## src/rtl/vector_dot_accumulator_if.sv

```systemverilog
// Element stream in, dot-product result and progress status out.
interface vector_dot_accumulator_if #(
  parameter int ELEMENT_WIDTH = 3,
  parameter int GUARD_BITS    = 8
);
  localparam int EW = ELEMENT_WIDTH * 8;
  localparam int RW = 2 * EW + GUARD_BITS;

  logic [EW-1:0] element;
  logic          element_ready;
  logic [RW-1:0] result;
  logic          result_valid;
  logic          phase_b;
  logic [7:0]    elem_index;

  // Producer of elements / consumer of results.
  modport master (
    output element, element_ready,
    input  result, result_valid, phase_b, elem_index
  );

  // The accumulator itself.
  modport slave (
    input  element, element_ready,
    output result, result_valid, phase_b, elem_index
  );
endinterface

```

## src/rtl/vector_dot_accumulator.sv

```systemverilog
// Unsigned dot product of two streamed vectors: A is buffered, then each
// B element is multiplied by the matching A entry and accumulated. The
// final sum is registered with a one-cycle valid strobe.
module vector_dot_accumulator #(
  parameter int ELEMENT_WIDTH = 3,
  parameter int VECTOR_LENGTH = 4,
  parameter int GUARD_BITS    = 8
) (
  input logic                    clk,
  input logic                    reset,
  vector_dot_accumulator_if.slave bus
);
  localparam int EW = ELEMENT_WIDTH * 8;
  localparam int RW = 2 * EW + GUARD_BITS;
  // A-buffer address width; the buffer is rounded up to a power of two so
  // the index slice always addresses it exactly.
  localparam int IW = (VECTOR_LENGTH > 1) ? $clog2(VECTOR_LENGTH) : 1;
  localparam logic [7:0] LAST = 8'(VECTOR_LENGTH - 1);

  typedef enum logic {LOAD_A, MAC_B} state_t;

  state_t        state, state_next;
  logic [7:0]    idx, idx_next;
  logic [RW-1:0] acc, acc_next;
  logic [RW-1:0] res, res_next;
  logic          valid, valid_next;

  logic [EW-1:0]   a_buf [2**IW];
  logic [IW-1:0]   a_sel;
  logic [2*EW-1:0] product;
  logic [RW-1:0]   sum;

  assign a_sel   = idx[IW-1:0];
  assign product = (2*EW)'(a_buf[a_sel]) * (2*EW)'(bus.element);
  assign sum     = acc + RW'(product);

  // A-buffer capture during the load phase; contents survive reset.
  always_ff @(posedge clk) begin
    if (!reset && bus.element_ready && state == LOAD_A)
      a_buf[a_sel] <= bus.element;
  end

  // State, index, accumulator and result registers.
  always_ff @(posedge clk) begin
    if (reset) begin
      state <= LOAD_A;
      idx   <= '0;
      acc   <= '0;
      res   <= '0;
      valid <= 1'b0;
    end else begin
      state <= state_next;
      idx   <= idx_next;
      acc   <= acc_next;
      res   <= res_next;
      valid <= valid_next;
    end
  end

  // Next-state logic: only an element_ready cycle makes progress.
  always_comb begin
    state_next = state;
    idx_next   = idx;
    acc_next   = acc;
    res_next   = res;
    valid_next = 1'b0;
    if (bus.element_ready) begin
      unique case (state)
        LOAD_A: begin
          if (idx == LAST) begin
            idx_next   = '0;
            acc_next   = '0;
            state_next = MAC_B;
          end else begin
            idx_next = idx + 8'd1;
          end
        end
        MAC_B: begin
          if (idx == LAST) begin
            res_next   = sum;
            valid_next = 1'b1;
            acc_next   = '0;
            idx_next   = '0;
            state_next = LOAD_A;
          end else begin
            acc_next = sum;
            idx_next = idx + 8'd1;
          end
        end
        default: state_next = LOAD_A;
      endcase
    end
  end

  assign bus.result       = res;
  assign bus.result_valid = valid;
  assign bus.phase_b      = (state == MAC_B);
  assign bus.elem_index   = idx;
endmodule

```

## src/flat_wrapper.sv

```systemverilog
// flat-port wrapper written by rule: the top's interface ports become plain ports
module vector_dot_accumulator_flat 
#(
  parameter int ELEMENT_WIDTH = 3,
  parameter int VECTOR_LENGTH = 4,
  parameter int GUARD_BITS    = 8
)
  (clk, reset, bus_element, bus_element_ready, bus_result, bus_result_valid, bus_phase_b, bus_elem_index);
  vector_dot_accumulator_if #(.ELEMENT_WIDTH(ELEMENT_WIDTH), .GUARD_BITS(GUARD_BITS)) bus_i ();
  input logic clk;
  input logic reset;
  input wire logic [$bits(bus_i.element)-1:0] bus_element;
  input wire logic [$bits(bus_i.element_ready)-1:0] bus_element_ready;
  output wire logic [$bits(bus_i.result)-1:0] bus_result;
  output wire logic [$bits(bus_i.result_valid)-1:0] bus_result_valid;
  output wire logic [$bits(bus_i.phase_b)-1:0] bus_phase_b;
  output wire logic [$bits(bus_i.elem_index)-1:0] bus_elem_index;
  assign bus_i.element = bus_element;
  assign bus_i.element_ready = bus_element_ready;
  assign bus_result = bus_i.result;
  assign bus_result_valid = bus_i.result_valid;
  assign bus_phase_b = bus_i.phase_b;
  assign bus_elem_index = bus_i.elem_index;
  vector_dot_accumulator #(.ELEMENT_WIDTH(ELEMENT_WIDTH), .VECTOR_LENGTH(VECTOR_LENGTH), .GUARD_BITS(GUARD_BITS)) u_core (.clk(clk), .reset(reset), .bus(bus_i));
endmodule
```

## config.mk

```make
export PLATFORM = sky130hd
export DESIGN_NAME = vector_dot_accumulator_flat
export DESIGN_NICKNAME = d
export VERILOG_FILES = /design/src/rtl/vector_dot_accumulator_if.sv /design/src/rtl/vector_dot_accumulator.sv /design/src/flat_wrapper.sv
export SDC_FILE = /design/constraint.sdc
export NUM_CORES = 2
export LEC_CHECK = 0
export ABC_AREA = 1
export CORE_MARGIN = 2
export CORE_UTILIZATION = 35
export DETAILED_ROUTE_END_ITERATION = 16
export HOLD_SLACK_MARGIN = 0.06
export PLACE_DENSITY = 0.62
export SLEW_MARGIN = 20
export SYNTH_ARGS = -nofsm -noshare
export SYNTH_HDL_FRONTEND = slang
export SYNTH_SLANG_ARGS = --single-unit
```

## constraint.sdc

```tcl
create_clock -name clk -period 12.7 [get_ports clk]
set_input_delay 1.905 -clock clk [delete_from_list [all_inputs] [get_ports clk]]
set_output_delay 1.905 -clock clk [all_outputs]
set_load 0.005 [all_outputs]
```

==> results.yml <==
run_status:
  status: "finished clean"
floorplan:
  dieArea_um2: 89000
  die_w_um: 298
  core_um2: 85500
  rows: 107
  ios: 93
  start_util: 0.354
  die_h_um: 298
sta:
  fmax_mhz: 108
  drv_slew: 0
  setup-tns-final_ns: 0
  min_period_ns: 9.22
  layout_worst_path_cycle_share: 0.726
  final-hold-violation-count: 0
  rsz0062_at_grt: "no"
  setup_viol: 0
  slew_headroom: 0.231
  fin_skew_ns: 0.0436
  worst_slew_pin_slew_ns: 1.15
detailed_routing:
  ant_nets: 0
  first_pass_iters: 6
  num_vias: 24500
  drtIter0Drc: 2204
  drc: 0
  viasPerCell: 4.83
  wirelength_um: 96700
  wl_per_cell_um: 19.1
worst_hold_path:
  hp-start: "u_core.acc[43]"
  holdPathStages: 2
  min_to: "u_core.acc[43]"
  hold_class: "reg2reg"
placement:
  gp_congestion: 0.983
  portBuffers: 92
  hpwl_um: 77200
synthesis:
  syn_area_per_cell_um2: 7.79
  netlist_instances: 3888
  ys.flop_type: "dfxtp_1"
  ys_warn_count: 0
  ys_ff_latch: 220
  syn_nets: 4631
  synth_edf_count: 96
  async_flop_share: 0
  synth_seq_area_share: 0.177
  synthesis.area_um2: 30300
  ys_types: 34
cts:
  cts_sinks: 220
  hold_buffers: 0
  clk_latency_ns: 0.59
  cts_made_buffers: 26
  ctsResizeCount: 0
  htree_levels: 1
  cts_setup_buffers: 0
  cts_root_buf: "clkbuf_16"
  cts_tree: "done"
  cts_buffer_depth: 3
  clk_pin_slew_ns: 0.07
final_layout:
  layout-drive-gt1-share: 0.0273
  diodes: 0
  final_nets: 4648
  syn_to_final_growth_pct: 9.77
  fillCellCount: 8885
critical_path:
  slowest_delay_ns: 1.22
  critPathSlowestCell: "clkdlybuf4s50_1"
  r2r_end: "u_core.acc[27]"
  required_ns: 13.20
  cp.arrival_ns: 9.72
  end_kind: "register"
  reg2reg_setup_slack_ns: 3.81
  crit_path_frequent_cell: "fa_1"
  critPathMaxFanout: 20
  cpLargestDelayFamily: "adder cells"
  critPathKind: "in2reg"
  worst_setup_path_start_kind: "input port"
  path_buf_inv: 8
  rr_worst_depth: 26
global_routing:
  grt_pass1_wl_um: 152000
  grt_overflow: 0
  grtUsageTotal: 0.222
  antenna_found_initial: 0
  grt_max_degree: 81
  grt_pass1_vias: 24900
job:
  maxCapViolations: 0
-- synthesized netlist by cell type (3+ instances only) --
cell,count,area (µm²)
inv_1,997,3740
o21bai_1,32,240
nor3_1,13,65.1
inv_2,3,11.3
nor4_1,3,18.8
a21oi_1,92,460
o21ai_0,51,255
xnor2_1,3,26.3
ha_1,186,2330
xor2_1,27,236
nand3_2,3,30.0
buf_1,7,26.3
fa_1,530,10600
nand2_1,998,3750
a21boi_0,3,22.5
nand4_1,10,62.6
nand3_1,111,556
clkbuf_1,82,308
dfxtp_1,124,2480
a21o_1,13,97.6
nor2_2,8,50.1
nor2_1,405,1520
buf_2,48,240
nand2_2,6,37.5
clkinv_1,10,37.5
edfxtp_1,96,2880
o21a_1,10,75.1
nand3b_1,9,67.6
-- metrics by stage --
| stage | std cells | util | hold slack, ns | setup slack, ns | instance area (µm²) |
|---|---|---|---|---|---|
| after CTS | 5069 | 0.389 | 0.466 | 3.71 | 33300 |
| after global routing | 5069 | 0.389 | 0.486 | 3.27 | 33300 |
| after detailed placement | 5021 | 0.378 | 0.456 | 3.11 | 32400 |
| after global placement | 5021 | 0.378 | 0.455 | 2.95 | 32400 |
| final | 5069 | 0.389 | 0.465 | 3.48 | 33300 |
| after floorplan | 3888 | - | 0.445 | 5.21 | 30300 |
-- layer usage --
layer / part of all wire / wire (µm) / track usage / up-vias
met2: 0.42 / 40900 / 0.332 / 1114
li1: - / - / - / 11300
met5: 0 / 0 / 0 / -
met3: 0.11 / 10600 / 0.0607 / 160
met4: 0.032 / 3100 / 0.0592 / 0
met1: 0.44 / 42100 / 0.316 / 11900
-- placed cells by master (no fill, tap or decap), types with 6 or more instances in the layout --
cell type and n:
dfxtp_1 124, nor2_2 11, a21oi_1 92, nand2_1 998, a21o_1 13, edfxtp_1 96, fa_1 530, o21a_1 10
nand4_1 10, clkinv_1 11, nor2_1 401, buf_4 35, nand3b_1 9, clkdlybuf4s50_1 91, ha_1 186, o21bai_1 32
nand3_1 111, nand2_2 6, clkbuf_16 26, inv_1 996, xor2_1 27, o21ai_0 51, nor3_1 12
-- logic make-up (layout without fill, tap and decap cells) --
logic type               Yosys count  in the layout  synth area share
AO/OA/AOI/OAI                    202            202            0.0382
XOR/XNOR                          30             30           0.00867
adder cells (fa/ha/maj)          716            716             0.427
buffers and inverters           1148           1185             0.144
flip-flops                       220            220             0.177
AND/OR/NAND/NOR                 1572           1572             0.205
-- worst max path at each step --
stage / start / to / slack, ns / depth (start not counted)
2_1_floorplan: bus_element[9] / u_core.bus.result[50] / 5.21 / 27
3_3_place_gp: bus_element[11] / u_core.acc[45] / 2.95 / 25
3_5_place_dp: bus_element[9] / u_core.acc[45] / 3.11 / 25
4_1_cts: bus_element[9] / u_core.acc[31] / 3.71 / 26
5_1_grt: bus_element[9] / u_core.acc[31] / 3.27 / 26
6_report: bus_element[9] / u_core.acc[31] / 3.48 / 26
-- final cells by class --
class	instances	area, µm²	share of cell area
Timing Repair Buffer	127	1180	0.0354
Tap cell	1144	1430	0.0430
Clock buffer	32	683	0.0205
Sequential cell	220	5370	0.161
Inverter	1010	3790	0.114
Clock inverter	16	228	0.00685
Multi-Input combinational cell	2520	20600	0.619
-- sequential cells by signal, summed over array words and instances (netlist names), named ones only --
register,cells
u_core.a_buf,96
u_core.bus.result_valid,1
u_core.bus.elem_index,8
u_core.bus.result,56
u_core.bus.phase_b,1
u_core.acc,56
-- worst register-to-register path: cells and delay by family (launching register included) --
kind                     cells  cell delay (ns)
adder cells (fa/ha/maj)      8             4.15
flip-flops                   1             0.30
AND/OR/NAND/NOR              9             2.07
AO/OA/AOI/OAI                1             0.14
XOR/XNOR                     1             0.34
buffers and inverters        7             1.84
Power is left out: the tool's default activity adds up to more than one toggle a clock period on the data nets, which glitch-free logic cannot reach.
